==> config.mk <==
export PLATFORM = sky130hd
export DESIGN_NAME = udp_recv
export DESIGN_NICKNAME = d
export VERILOG_FILES = /design/src/rtl/eth_pkg.sv /design/src/rtl/eth_crc32.sv /design/src/rtl/udp_recv.sv
export SDC_FILE = /design/constraint.sdc
export NUM_CORES = 1
export LEC_CHECK = 0
export BUFFER_PORTS_ARGS = -buffer_cell sky130_fd_sc_hd__buf_2
export CAP_MARGIN = 20
export CORE_MARGIN = 2
export CORE_UTILIZATION = 50
export CTS_CLUSTER_SIZE = 10
export DETAILED_ROUTE_END_ITERATION = 7
export GPL_TIMING_DRIVEN = 0
export PLACE_DENSITY = 0.73
export SETUP_SLACK_MARGIN = 0.2
export SKIP_LAST_GASP = 1
export SYNTH_ARGS = -nofsm -noshare
export SYNTH_HDL_FRONTEND = slang
export SYNTH_SLANG_ARGS = --single-unit
==> constraint.sdc <==
create_clock -name clk -period 3.9 [get_ports clk]
set_input_delay 0 -clock clk [delete_from_list [all_inputs] [get_ports clk]]
set_output_delay 0 -clock clk [all_outputs]
set_load 0.005 [all_outputs]
==> src/rtl/eth_pkg.sv <==
// rtl/eth_pkg.sv - shared Ethernet/IPv4/UDP constants, header offsets and rx FSM states
// Purpose: field values and byte offsets (counted from the first byte after the
//   SFD) used by the UDP receive parser, plus the CRC-32 good-frame residue.
// Ports: none (package).
package eth_pkg;

    localparam logic [15:0] ETHERTYPE_IPV4 = 16'h0800;
    localparam logic [7:0]  IP_PROTO_UDP   = 8'd17;
    localparam logic [7:0]  IPV4_VER_IHL   = 8'h45;
    localparam logic [15:0] UDP_HDR_LEN    = 16'd8;

    // Offset of the byte that completes each field (or brackets a range).
    localparam logic [15:0] OFS_DST_MAC_FIRST = 16'd0;
    localparam logic [15:0] OFS_DST_MAC_END   = 16'd5;
    localparam logic [15:0] OFS_SRC_MAC_FIRST = 16'd6;
    localparam logic [15:0] OFS_SRC_MAC_END   = 16'd11;
    localparam logic [15:0] OFS_ETHERTYPE_END = 16'd13;
    localparam logic [15:0] OFS_VER_IHL       = 16'd14;
    localparam logic [15:0] OFS_FRAG_END      = 16'd21;
    localparam logic [15:0] OFS_PROTO         = 16'd23;
    localparam logic [15:0] OFS_SRC_IP_FIRST  = 16'd26;
    localparam logic [15:0] OFS_SRC_IP_END    = 16'd29;
    localparam logic [15:0] OFS_DST_IP_FIRST  = 16'd30;
    localparam logic [15:0] OFS_DST_IP_END    = 16'd33;
    localparam logic [15:0] OFS_SRC_PORT_END  = 16'd35;
    localparam logic [15:0] OFS_DST_PORT_END  = 16'd37;
    localparam logic [15:0] OFS_UDP_LEN_END   = 16'd39;
    localparam logic [15:0] OFS_HDR_END       = 16'd41;
    localparam logic [15:0] OFS_PAYLOAD_FIRST = 16'd42;

    // Register value (MSB-first view) after running data plus a correct FCS.
    localparam logic [31:0] CRC_RESIDUE = 32'hC704DD7B;

    typedef enum logic [2:0] {
        IDLE,
        PREAMBLE,
        HEADER,
        PAYLOAD,
        TRAIL,
        DROP
    } udp_rx_state_t;

endpackage

==> src/rtl/eth_crc32.sv <==
// rtl/eth_crc32.sv - byte-wide reflected CRC-32 (poly 04C11DB7, init FFFFFFFF)
// Purpose: accumulates one byte per i_en cycle; i_init reloads the seed and
//   takes priority over i_en. No final inversion is applied.
// Ports:
//   clk, rst_n   clock, async active-low reset
//   i_init       load FFFFFFFF
//   i_en         fold i_data into the register
//   i_data       input byte (LSB first on the wire)
//   o_crc        register contents bit-reversed, so a good frame reads CRC_RESIDUE
module eth_crc32 (
    input  logic        clk,
    input  logic        rst_n,
    input  logic        i_init,
    input  logic        i_en,
    input  logic [7:0]  i_data,
    output logic [31:0] o_crc
);

    logic [31:0] crc_q;
    logic [31:0] crc_d;
    logic [31:0] next_crc;

    always_comb begin
        next_crc = crc_q ^ {24'h0, i_data};
        for (int i = 0; i < 8; i++) begin
            next_crc = next_crc[0] ? ((next_crc >> 1) ^ 32'hEDB88320) : (next_crc >> 1);
        end
        crc_d = crc_q;
        if (i_init) begin
            crc_d = 32'hFFFFFFFF;
        end else if (i_en) begin
            crc_d = next_crc;
        end
    end

    always_ff @(posedge clk or negedge rst_n) begin
        if (!rst_n) begin
            crc_q <= 32'hFFFFFFFF;
        end else begin
            crc_q <= crc_d;
        end
    end

    always_comb begin
        o_crc = '0;
        for (int i = 0; i < 32; i++) begin
            o_crc[i] = crc_q[31 - i];
        end
    end

endmodule

==> src/rtl/udp_recv.sv <==
// rtl/udp_recv.sv - GMII UDP/IPv4 receive parser with local address filtering
// Purpose: hunts preamble/SFD, checks the Ethernet II / IPv4 / UDP header against
//   the local MAC/IP/port, streams payload bytes and reports the sender.
// Option: define UDP_RECV_FCS_CHECK_EN to turn a bad FCS into o_pkt_err.
// Ports:
//   clk, rst_n            rx clock, async active-low reset
//   i_data, i_data_vl     GMII rx byte and rx_dv
//   i_local_mac/ip/port   destination filter (broadcast MAC always, port 0 = any)
//   o_data, o_data_vl     payload byte stream, o_sof on the first byte
//   o_src_mac/ip/port     sender addressing from the last accepted header
//   o_data_len            UDP payload length (UDP length - 8)
//   o_pkt_ok, o_pkt_err   one end-of-frame status pulse per accepted frame
module udp_recv
    import eth_pkg::*;
#(
    parameter logic [15:0] MAX_FRAME = 16'd1522
) (
    input  logic        clk,
    input  logic        rst_n,
    input  logic [7:0]  i_data,
    input  logic        i_data_vl,
    input  logic [47:0] i_local_mac,
    input  logic [31:0] i_local_ip,
    input  logic [15:0] i_local_port,
    output logic [7:0]  o_data,
    output logic        o_data_vl,
    output logic        o_sof,
    output logic [47:0] o_src_mac,
    output logic [31:0] o_src_ip,
    output logic [15:0] o_src_port,
    output logic [15:0] o_data_len,
    output logic        o_pkt_ok,
    output logic        o_pkt_err
);

    udp_rx_state_t state_q, state_d;
    logic [15:0] cnt_q, cnt_d, cnt_inc;
    logic        armed_q, armed_d;
    logic [7:0]  prev_q, prev_d;
    logic        match_q, match_d, bcast_q, bcast_d;
    logic [47:0] hdr_mac_q, hdr_mac_d;
    logic [31:0] hdr_ip_q, hdr_ip_d;
    logic [15:0] hdr_port_q, hdr_port_d, hdr_len_q, hdr_len_d;
    logic [7:0]  data_q, data_d;
    logic        data_vl_q, data_vl_d, sof_q, sof_d, pkt_ok_q, pkt_ok_d, pkt_err_q, pkt_err_d;
    logic [47:0] src_mac_q, src_mac_d;
    logic [31:0] src_ip_q, src_ip_d;
    logic [15:0] src_port_q, src_port_d, data_len_q, data_len_d;

    logic        hdr_bad, fcs_bad, first_byte, mac_hit, bc_hit, ip_hit, payload_last;
    logic [15:0] field16;
    logic [47:0] mac_sh;
    logic [31:0] ip_sh;
    logic [1:0]  ip_idx;

    assign cnt_inc = (cnt_q == 16'hFFFF) ? cnt_q : cnt_q + 16'd1;
    assign field16 = {prev_q, i_data};

    // Multi-byte destination compares run byte by byte; the running result is
    // kept in match_q/bcast_q and restarted on the first byte of the field.
    assign first_byte = (cnt_q == OFS_DST_MAC_FIRST) || (cnt_q == OFS_DST_IP_FIRST);
    assign mac_sh     = i_local_mac << {cnt_q[2:0], 3'b000};
    assign ip_idx     = cnt_q[1:0] - 2'd2;
    assign ip_sh      = i_local_ip << {ip_idx, 3'b000};
    assign mac_hit    = (first_byte | match_q) & (i_data == mac_sh[47:40]);
    assign bc_hit     = (first_byte | bcast_q) & (i_data == 8'hFF);
    assign ip_hit     = (first_byte | match_q) & (i_data == ip_sh[31:24]);
    assign payload_last = ({1'b0, cnt_q} == ({1'b0, data_len_q} + 17'd41));

`ifdef UDP_RECV_FCS_CHECK_EN
    logic        crc_init, crc_en;
    logic [31:0] crc_val;

    assign crc_init = (state_q == PREAMBLE) && i_data_vl && (i_data == 8'hD5);
    assign crc_en   = i_data_vl && ((state_q == HEADER) || (state_q == PAYLOAD) || (state_q == TRAIL));

    eth_crc32 u_crc (
        .clk    (clk),
        .rst_n  (rst_n),
        .i_init (crc_init),
        .i_en   (crc_en),
        .i_data (i_data),
        .o_crc  (crc_val)
    );

    assign fcs_bad = (crc_val != CRC_RESIDUE);
`else
    assign fcs_bad = 1'b0;
`endif

    always_comb begin
        state_d    = state_q;
        cnt_d      = cnt_q;
        armed_d    = armed_q | ~i_data_vl;
        prev_d     = i_data_vl ? i_data : prev_q;
        match_d    = match_q;
        bcast_d    = bcast_q;
        hdr_mac_d  = hdr_mac_q;
        hdr_ip_d   = hdr_ip_q;
        hdr_port_d = hdr_port_q;
        hdr_len_d  = hdr_len_q;
        data_d     = data_q;
        data_vl_d  = 1'b0;
        sof_d      = 1'b0;
        pkt_ok_d   = 1'b0;
        pkt_err_d  = 1'b0;
        src_mac_d  = src_mac_q;
        src_ip_d   = src_ip_q;
        src_port_d = src_port_q;
        data_len_d = data_len_q;
        hdr_bad    = 1'b0;

        case (state_q)
            IDLE: begin
                // armed_q blocks hunting into a frame that was already running at reset
                if (armed_q && i_data_vl && (i_data == 8'h55)) state_d = PREAMBLE;
            end
            PREAMBLE: begin
                if (!i_data_vl) begin
                    state_d = IDLE;
                end else if (i_data == 8'hD5) begin
                    state_d = HEADER;
                    cnt_d   = 16'd0;
                end else if (i_data != 8'h55) begin
                    state_d = DROP;
                end
            end
            HEADER: begin
                if (!i_data_vl) begin
                    state_d = IDLE;
                end else begin
                    cnt_d = cnt_inc;
                    if (cnt_q <= OFS_DST_MAC_END) begin
                        match_d = mac_hit;
                        bcast_d = bc_hit;
                        if ((cnt_q == OFS_DST_MAC_END) && !(mac_hit || bc_hit)) hdr_bad = 1'b1;
                    end
                    if ((cnt_q >= OFS_SRC_MAC_FIRST) && (cnt_q <= OFS_SRC_MAC_END))
                        hdr_mac_d = {hdr_mac_q[39:0], i_data};
                    if ((cnt_q == OFS_ETHERTYPE_END) && (field16 != ETHERTYPE_IPV4)) hdr_bad = 1'b1;
                    if ((cnt_q == OFS_VER_IHL) && (i_data != IPV4_VER_IHL)) hdr_bad = 1'b1;
                    // MF flag and fragment offset must both be clear; DF is don't-care
                    if ((cnt_q == OFS_FRAG_END) && ((field16 & 16'h3FFF) != 16'h0000)) hdr_bad = 1'b1;
                    if ((cnt_q == OFS_PROTO) && (i_data != IP_PROTO_UDP)) hdr_bad = 1'b1;
                    if ((cnt_q >= OFS_SRC_IP_FIRST) && (cnt_q <= OFS_SRC_IP_END))
                        hdr_ip_d = {hdr_ip_q[23:0], i_data};
                    if ((cnt_q >= OFS_DST_IP_FIRST) && (cnt_q <= OFS_DST_IP_END)) begin
                        match_d = ip_hit;
                        if ((cnt_q == OFS_DST_IP_END) && !ip_hit) hdr_bad = 1'b1;
                    end
                    if (cnt_q == OFS_SRC_PORT_END) hdr_port_d = field16;
                    if ((cnt_q == OFS_DST_PORT_END) && (i_local_port != 16'h0000) && (field16 != i_local_port))
                        hdr_bad = 1'b1;
                    if (cnt_q == OFS_UDP_LEN_END) begin
                        hdr_len_d = field16;
                        if (field16 < UDP_HDR_LEN) hdr_bad = 1'b1;
                    end

                    if (hdr_bad) begin
                        state_d = DROP;
                    end else if (cnt_q == OFS_HDR_END) begin
                        src_mac_d  = hdr_mac_q;
                        src_ip_d   = hdr_ip_q;
                        src_port_d = hdr_port_q;
                        data_len_d = hdr_len_q - UDP_HDR_LEN;
                        state_d    = (hdr_len_q == UDP_HDR_LEN) ? TRAIL : PAYLOAD;
                    end
                end
            end
            PAYLOAD: begin
                if (!i_data_vl) begin
                    pkt_err_d = 1'b1;
                    state_d   = IDLE;
                end else begin
                    cnt_d = cnt_inc;
                    if (cnt_q >= MAX_FRAME) begin
                        pkt_err_d = 1'b1;
                        state_d   = DROP;
                    end else begin
                        data_d    = i_data;
                        data_vl_d = 1'b1;
                        sof_d     = (cnt_q == OFS_PAYLOAD_FIRST);
                        if (payload_last) state_d = TRAIL;
                    end
                end
            end
            TRAIL: begin
                if (!i_data_vl) begin
                    pkt_ok_d  = ~fcs_bad;
                    pkt_err_d = fcs_bad;
                    state_d   = IDLE;
                end else begin
                    cnt_d = cnt_inc;
                    if (cnt_q >= MAX_FRAME) begin
                        pkt_err_d = 1'b1;
                        state_d   = DROP;
                    end
                end
            end
            DROP: begin
                if (!i_data_vl) state_d = IDLE;
            end
            default: state_d = IDLE;
        endcase
    end

    always_ff @(posedge clk or negedge rst_n) begin
        if (!rst_n) begin
            state_q    <= IDLE;
            cnt_q      <= '0;
            armed_q    <= 1'b0;
            prev_q     <= '0;
            match_q    <= 1'b0;
            bcast_q    <= 1'b0;
            hdr_mac_q  <= '0;
            hdr_ip_q   <= '0;
            hdr_port_q <= '0;
            hdr_len_q  <= '0;
            data_q     <= '0;
            data_vl_q  <= 1'b0;
            sof_q      <= 1'b0;
            pkt_ok_q   <= 1'b0;
            pkt_err_q  <= 1'b0;
            src_mac_q  <= '0;
            src_ip_q   <= '0;
            src_port_q <= '0;
            data_len_q <= '0;
        end else begin
            state_q    <= state_d;
            cnt_q      <= cnt_d;
            armed_q    <= armed_d;
            prev_q     <= prev_d;
            match_q    <= match_d;
            bcast_q    <= bcast_d;
            hdr_mac_q  <= hdr_mac_d;
            hdr_ip_q   <= hdr_ip_d;
            hdr_port_q <= hdr_port_d;
            hdr_len_q  <= hdr_len_d;
            data_q     <= data_d;
            data_vl_q  <= data_vl_d;
            sof_q      <= sof_d;
            pkt_ok_q   <= pkt_ok_d;
            pkt_err_q  <= pkt_err_d;
            src_mac_q  <= src_mac_d;
            src_ip_q   <= src_ip_d;
            src_port_q <= src_port_d;
            data_len_q <= data_len_d;
        end
    end

    assign o_data     = data_q;
    assign o_data_vl  = data_vl_q;
    assign o_sof      = sof_q;
    assign o_src_mac  = src_mac_q;
    assign o_src_ip   = src_ip_q;
    assign o_src_port = src_port_q;
    assign o_data_len = data_len_q;
    assign o_pkt_ok   = pkt_ok_q;
    assign o_pkt_err  = pkt_err_q;

endmodule

# ---- Word-level counts from Yosys, hierarchy flattened
# Cells that the tools add are included.
dict set report word_totals {
  word_cells 164
  out_inout_bits 124
  reg_bits 266
}
dict set report classes {
  order_cmp 9
  reduce_logical 34
  mux 47
  bitwise 9
  n_shift 2
  n_addsub 4
  n_eq_ne 40
}
# operator count
set op_table {}
lappend op_table {{$eq 16x6->1 const B} 6}
lappend op_table {{$mux 16} 4}
lappend op_table {{$eq 16x4->1 const B} 3}
lappend op_table {{$eq 16x5->1 const B} 3}
lappend op_table {{$shl 48x6->48} 1}
lappend op_table {{$mux 3} 14}
lappend op_table {{$ge 16x5->1 const B} 2}
lappend op_table {{$pmux 16 s2} 1}
lappend op_table {{$reduce_bool 16->1} 2}
lappend op_table {{$shl 32x5->32} 1}
lappend op_table {{$mux 1} 26}
lappend op_table {{$reduce_and 3->1} 7}
lappend op_table {{$pmux 3 s6} 1}
lappend op_table {{$add 16x6->17 const B} 1}
lappend op_table {{$eq 16x17->1} 1}
lappend op_table {{$add 16x1->16 const B} 1}
lappend op_table {{$eq 16x16->1 const B} 1}
lappend op_table {{$eq 16x3->1 const B} 1}
lappend op_table {{$eq 8x8->1} 2}
lappend op_table {{$eq 8x8->1 const B} 2}
lappend op_table {{$ge 16x11->1 const B} 1}
lappend op_table {{$ge 16x3->1 const B} 1}
lappend op_table {{$le 16x3->1 const B} 1}
lappend op_table {{$le 16x4->1 const B} 1}
lappend op_table {{31 further kinds} 61}

# ---- Logic depth before layout (Yosys ltp)
dict set report logic_depth {
  ltp_word 23
  mapped_depth 13
}

# ---- Least setup slack after synthesis
# Ideal clock, no wire load.
dict set report synth_timing {
  path_type {flip-flop to flip-flop}
  from {register cnt_q[13]}
  to {register state_q[0]}
  t_arrival_ns 2.857
  path_slack_ns 0.915
  path_buffers 2
  synth_period_minus_slack_ns 2.985
  stages_incl_launch_ff 12
  setup_ns 0.128
  path_cell_list {dfrtp_1 buf_6 or4_4 or4_4 buf_6 a21oi_4 o21ai_1 nor4_2 o2111ai_1 a311oi_1 nor3_2 mux2_1}
}
dict set report synth_via {
  elab_chain_len 23
}
# element line
set synth_lines {}
lappend synth_lines {{start, declared} udp_recv.sv:37} ;# logic [15:0] cnt_q, cnt_d, cnt_inc;
lappend synth_lines {{start signal, assigned} udp_recv.sv:230} ;# cnt_q <= cnt_d;
lappend synth_lines {{$eq 16x5->1 or $logic_not 16->1 (tied branches)} udp_recv.sv:61} ;# assign first_byte = (cnt_q == OFS_DST_MAC_FIRST) || (cnt_q == OFS_DST_IP_FIRST);
lappend synth_lines {{$logic_or 1x1->1} udp_recv.sv:61}
lappend synth_lines {{$or 1x1->1 (on tied branches)} {udp_recv.sv:65, udp_recv.sv:67, udp_recv.sv:66}}
lappend synth_lines {{$and 1x1->1 (on tied branches)} {udp_recv.sv:65, udp_recv.sv:66}}
lappend synth_lines {{$logic_or 1x1->1} udp_recv.sv:136} ;# if ((cnt_q == OFS_DST_MAC_END) && !(mac_hit || bc_hit)) hdr_bad = 1'b1;
lappend synth_lines {{$logic_not 1->1} udp_recv.sv:136}
lappend synth_lines {{$logic_and 1x1->1} udp_recv.sv:136}
lappend synth_lines {{$mux 1} udp_recv.sv:136}
lappend synth_lines {{[7 not listed]} --}
lappend synth_lines {{$mux 1} udp_recv.sv:152} ;# if ((cnt_q == OFS_DST_PORT_END) && (i_local_port != 16'h0000) && (field16 != i_local_port))
lappend synth_lines {{$mux 1} udp_recv.sv:156} ;# if (field16 < UDP_HDR_LEN) hdr_bad = 1'b1;
lappend synth_lines {{$mux 1} udp_recv.sv:154} ;# if (cnt_q == OFS_UDP_LEN_END) begin
lappend synth_lines {{$mux 1} udp_recv.sv:129} ;# if (!i_data_vl) begin
lappend synth_lines {{$mux 1} udp_recv.sv:113} ;# case (state_q)
lappend synth_lines {{$mux 3} udp_recv.sv:159} ;# if (hdr_bad) begin
lappend synth_lines {{$mux 3} udp_recv.sv:129}
lappend synth_lines {{$pmux 3 s6} udp_recv.sv:113}
lappend synth_lines {{end signal, assigned} udp_recv.sv:229} ;# state_q <= state_d;
lappend synth_lines {{end, declared} udp_recv.sv:36} ;# udp_rx_state_t state_q, state_d;
# Several ways; a longest one is shown, not always the timed one. The select of a mux whose other input is x is not followed.
# A chain may end at the register's enable or synchronous reset.

# ---- Worst setup path in the final report
dict set report layout_timing {
  from {register cnt_q[1]}
  to {register hdr_ip_q[13]}
}
dict set report layout_via {
  elab_chain_len 3
}
# element line
set layout_lines {}
lappend layout_lines {{$ge 16x5->1 or $le 16x5->1 (tied branches)} udp_recv.sv:145} ;# if ((cnt_q >= OFS_SRC_IP_FIRST) && (cnt_q <= OFS_SRC_IP_END))
lappend layout_lines {{$logic_and 1x1->1 *} udp_recv.sv:145}
lappend layout_lines {{$reduce_and 3->1 (no line) *} --}
lappend layout_lines {{end signal, assigned} udp_recv.sv:236} ;# hdr_ip_q <= hdr_ip_d;
lappend layout_lines {{end, declared} udp_recv.sv:42} ;# logic [31:0] hdr_ip_q, hdr_ip_d;
# Every way passes the cells marked *; elsewhere a longest branch is shown, timed or not.

==> qor.csv <==
stage;metric;value;unit
status;status;finished, final reports clean;
die;Die X;162;um
global_route;vias in the first global route;8832;
detailed_routing;Total Wirelength;30800;um
die;Boundary Pins;231;
synthesis;Synth Register Bits;266;
critical_path;Crit path arrival time;3.93;ns
power;P_leak;7.75;nW
clocking;Clock Sinks;266;
sta;RSZ-0062 raised after global routing;true;
clocking;Clock Tree Root;clkbuf_16;
sta;Final Slew Violations;0;
sta;FMAX;0.284;GHz
critical_path;Critical Path Start Type;flop;
global_route;total grt overflow;0;
detailed_routing;DRT Pass-1 Iters;5;
clocking;# Post-CTS Setup Buffers;0;
sta;final hold vios;0;
detailed_routing;DRC;0;
synthesis;synth unique cells;59;
final_layout;fill cell count;2030;
synthesis;Post-Syn Area;12400;um^2
sta;Tightest Pin Transition;0.878;ns
global_route;largest net degree at the start of global routing;115;
clocking;clock buffer depth;3;
power;pwr dens;460;nW/um^2
detailed_routing;Vias per Instance;5.59;
final_layout;commonest non-fill, non-tap cell in the layout;dfrtp_1;
final_layout;non-filler cells, final;1583;
final_layout;layout cell share with drive strength beyond 1;0.420;
critical_path;worst path cell trace;buf_1 -> clkbuf_2 -> inv_1 -> ha_1 -> nor2_1 -> a21oi_1 -> nand4b_1 -> clkbuf_1 -> mux2_2;
die;Initial Util;0.510;
critical_path;critical path class;flop to flop;
detailed_routing;drt first-iter violations;556;
global_route;first-pass GRT wire length;48300;um
clocking;insertion delay to the later sink of the worst-skew pair;0.54;ns
critical_path;worst endpoint required time;4.32;ns
flow_run;max cap viols;0;
synthesis;ys async rst share;1.00;
detailed_routing;Routed WL per cell;19.5;um
synthesis;Mapped Cells;986;
clocking;H-tree depth;1;
final_layout;fin util;0.613;
die;Die ar.;26100;um^2
sta;Slew HR;0.414;
sta;Min Clock Period, post-route;3.52;ns
place;cell count after placement;1541;
synthesis;mean post-synth cell area;12.6;um^2
global_route;GRT Total Usage;0.232;
critical_path;CP bufs+invs;4;
die;Core Box Area;24300;um^2
critical_path;Setup crit end kind;flop;
critical_path;Worst path max stage delay;0.51;ns
critical_path;Slowest cell on crit path;clkbuf_1;
synthesis;Main synth FF type;dfrtp_1;
final_layout;Final nets;1366;
worst_hold_path;Hold/Removal Path Class;primary input to async pin;
synthesis;sequential area share after synthesis;0.537;
synthesis;Post-Syn Nets;1100;
synthesis;EDFF count, synth;0;
final_layout;most frequent cells in the layout;dfrtp_1, buf_2, mux2_2;
sta;Final period util;0.902;
detailed_routing;Final ANT Viol Nets;0;
sta;Final setup viols;0;
critical_path;worst-path fanout max;10;
final_layout;area added between synthesis and finish;20.1;%
global_route;initial antenna violation count;1;
place;Final GP Congestion;0.895;
die;Rows;57;
clocking;total CTS buffers;31;
critical_path;Worst path top cell family by delay;buffers and inverters;
place;Post-DP HPWL;22300;um
synthesis;Syn. warnings;0;
detailed_routing;via count;8847;
clocking;CTS tree;done;
power;Peak VDD IR;0.392;mV
sta;clk_skew;0.00847;ns
die;die span in y;162;um
place;PortBufs;228;
clocking;clock slew at reported path FFs;0.06;ns
where the power goes:
part           total (mW)  switching (mW)  internal (mW)
combinational        1.42           0.807          0.611
clock                2.50            1.02           1.47
sequential           2.95          0.0803           2.87
total                6.86            1.91           4.95
area by class of cell:
cell class / instances / area (um^2) / area share
Clock inverter: 3 / 47.5 / 0.00319
Timing Repair Buffer: 233 / 1230 / 0.0826
Antenna cell: 2 / 5.00 / 0.000336
Clock buffer: 35 / 791 / 0.0531
Tap cell: 324 / 405 / 0.0272
Multi-Input combinational cell: 650 / 5470 / 0.367
Buffer: 57 / 250 / 0.0168
Sequential cell: 266 / 6660 / 0.447
Inverter: 13 / 48.8 / 0.00327
final timing paths:
kind	start	to	slack, ns	cells past startpoint
max in group asynchronous	rst_n	match_q	2.93	3
min in group clk	i_data[7]	cnt_q[3]	0.12	4
setup reg to reg	cnt_q[1]	hdr_ip_q[13]	0.38	9
hold reg to reg	armed_q	armed_q	0.48	1
hold / removal	rst_n	o_src_ip[28]	0.02	2
setup / recovery	cnt_q[1]	hdr_ip_q[13]	0.38	9
repair_timing:
action	4_1_cts	5_1_grt
setup endpoints to repair	82	28
hold endpoints to repair	160	0
gates resized for setup	4	6
hold buffers	2	0
cell usage after synthesis (5+ instances only):
cell      instances  area [um^2]
dfrtp_1         266         6660
mux2_2          230         2590
nor2_1           56          210
clkbuf_1         45          169
nand2_1          45          169
xor2_1           37          324
xnor2_1          35          307
o21ai_0          28          140
mux2i_1          19          190
nand3_1          18         90.1
nor4_1           18          113
nor3_1           17         85.1
a21oi_1          14         70.1
inv_1            13         48.8
and3_1           10         62.6
mux4_2           10          225
nand4_1          10         62.6
nor2b_1           9         56.3
ha_1              7         87.6
nand2b_1          7         43.8
and2_1            6         37.5
buf_2             6         30.0
a31oi_1           5         31.3
flip-flops by register name (all words and copies together), names as in the netlist, 3 cells and up:
name and count:
prev_q 8, o_src_port 16, o_data_len 16, hdr_mac_q 48, cnt_q 16, o_data 8, o_src_ip 32, o_src_mac 48
hdr_port_q 16, state_q 3, hdr_ip_q 32, hdr_len_q 16
worst reg2reg max path, cell delays in order, from the launching register on:
cell and delay, ns:
dfrtp_1 0.49, buf_1 0.46, clkbuf_2 0.40, inv_1 0.21, ha_1 0.31, nor2_1 0.17
a21oi_1 0.10, nand4b_1 0.34, clkbuf_1 0.51, mux2_2 0.40
through the flow:
step	cell area, um^2	setup WS (ns)	setup TNS [ns]	hold slack (ns)	total power [mW]
after floorplan	12400	0.915	0	-0.296	3.93
after global placement	14000	-1.90	-503.08	0.371	4.36
after detailed placement	14000	-0.192	-1.59	0.00686	4.38
after CTS	14900	0.273	0	0.0285	6.90
after global routing	14900	0.189	0	0.0673	7.16
final	14900	0.383	0	0.0209	6.86
per-layer routing:
metal | vias up | routed length [um] | track usage | share of wire
met1 | 4490 | 14100 | 0.339 | 0.46
met5 | - | 0 | 0 | 0
li1 | 4065 | - | - | -
met2 | 253 | 14500 | 0.374 | 0.47
met3 | 39 | 1660 | 0.0321 | 0.054
met4 | 0 | 527 | 0.0507 | 0.017
kinds of logic after synthesis:
| logic type | Yosys count | share of synthesized area |
|---|---|---|
| DFF | 266 | 0.537 |
| muxes | 261 | 0.244 |
| and+or+nand+nor | 223 | 0.0927 |
| AOI/OAI and AO/OA | 87 | 0.0457 |
| xor gates and xnor gates | 72 | 0.0508 |
| buffers and inverters | 70 | 0.0230 |
| adders and majority gates | 7 | 0.00706 |
(Power assumes the default switching activity.)
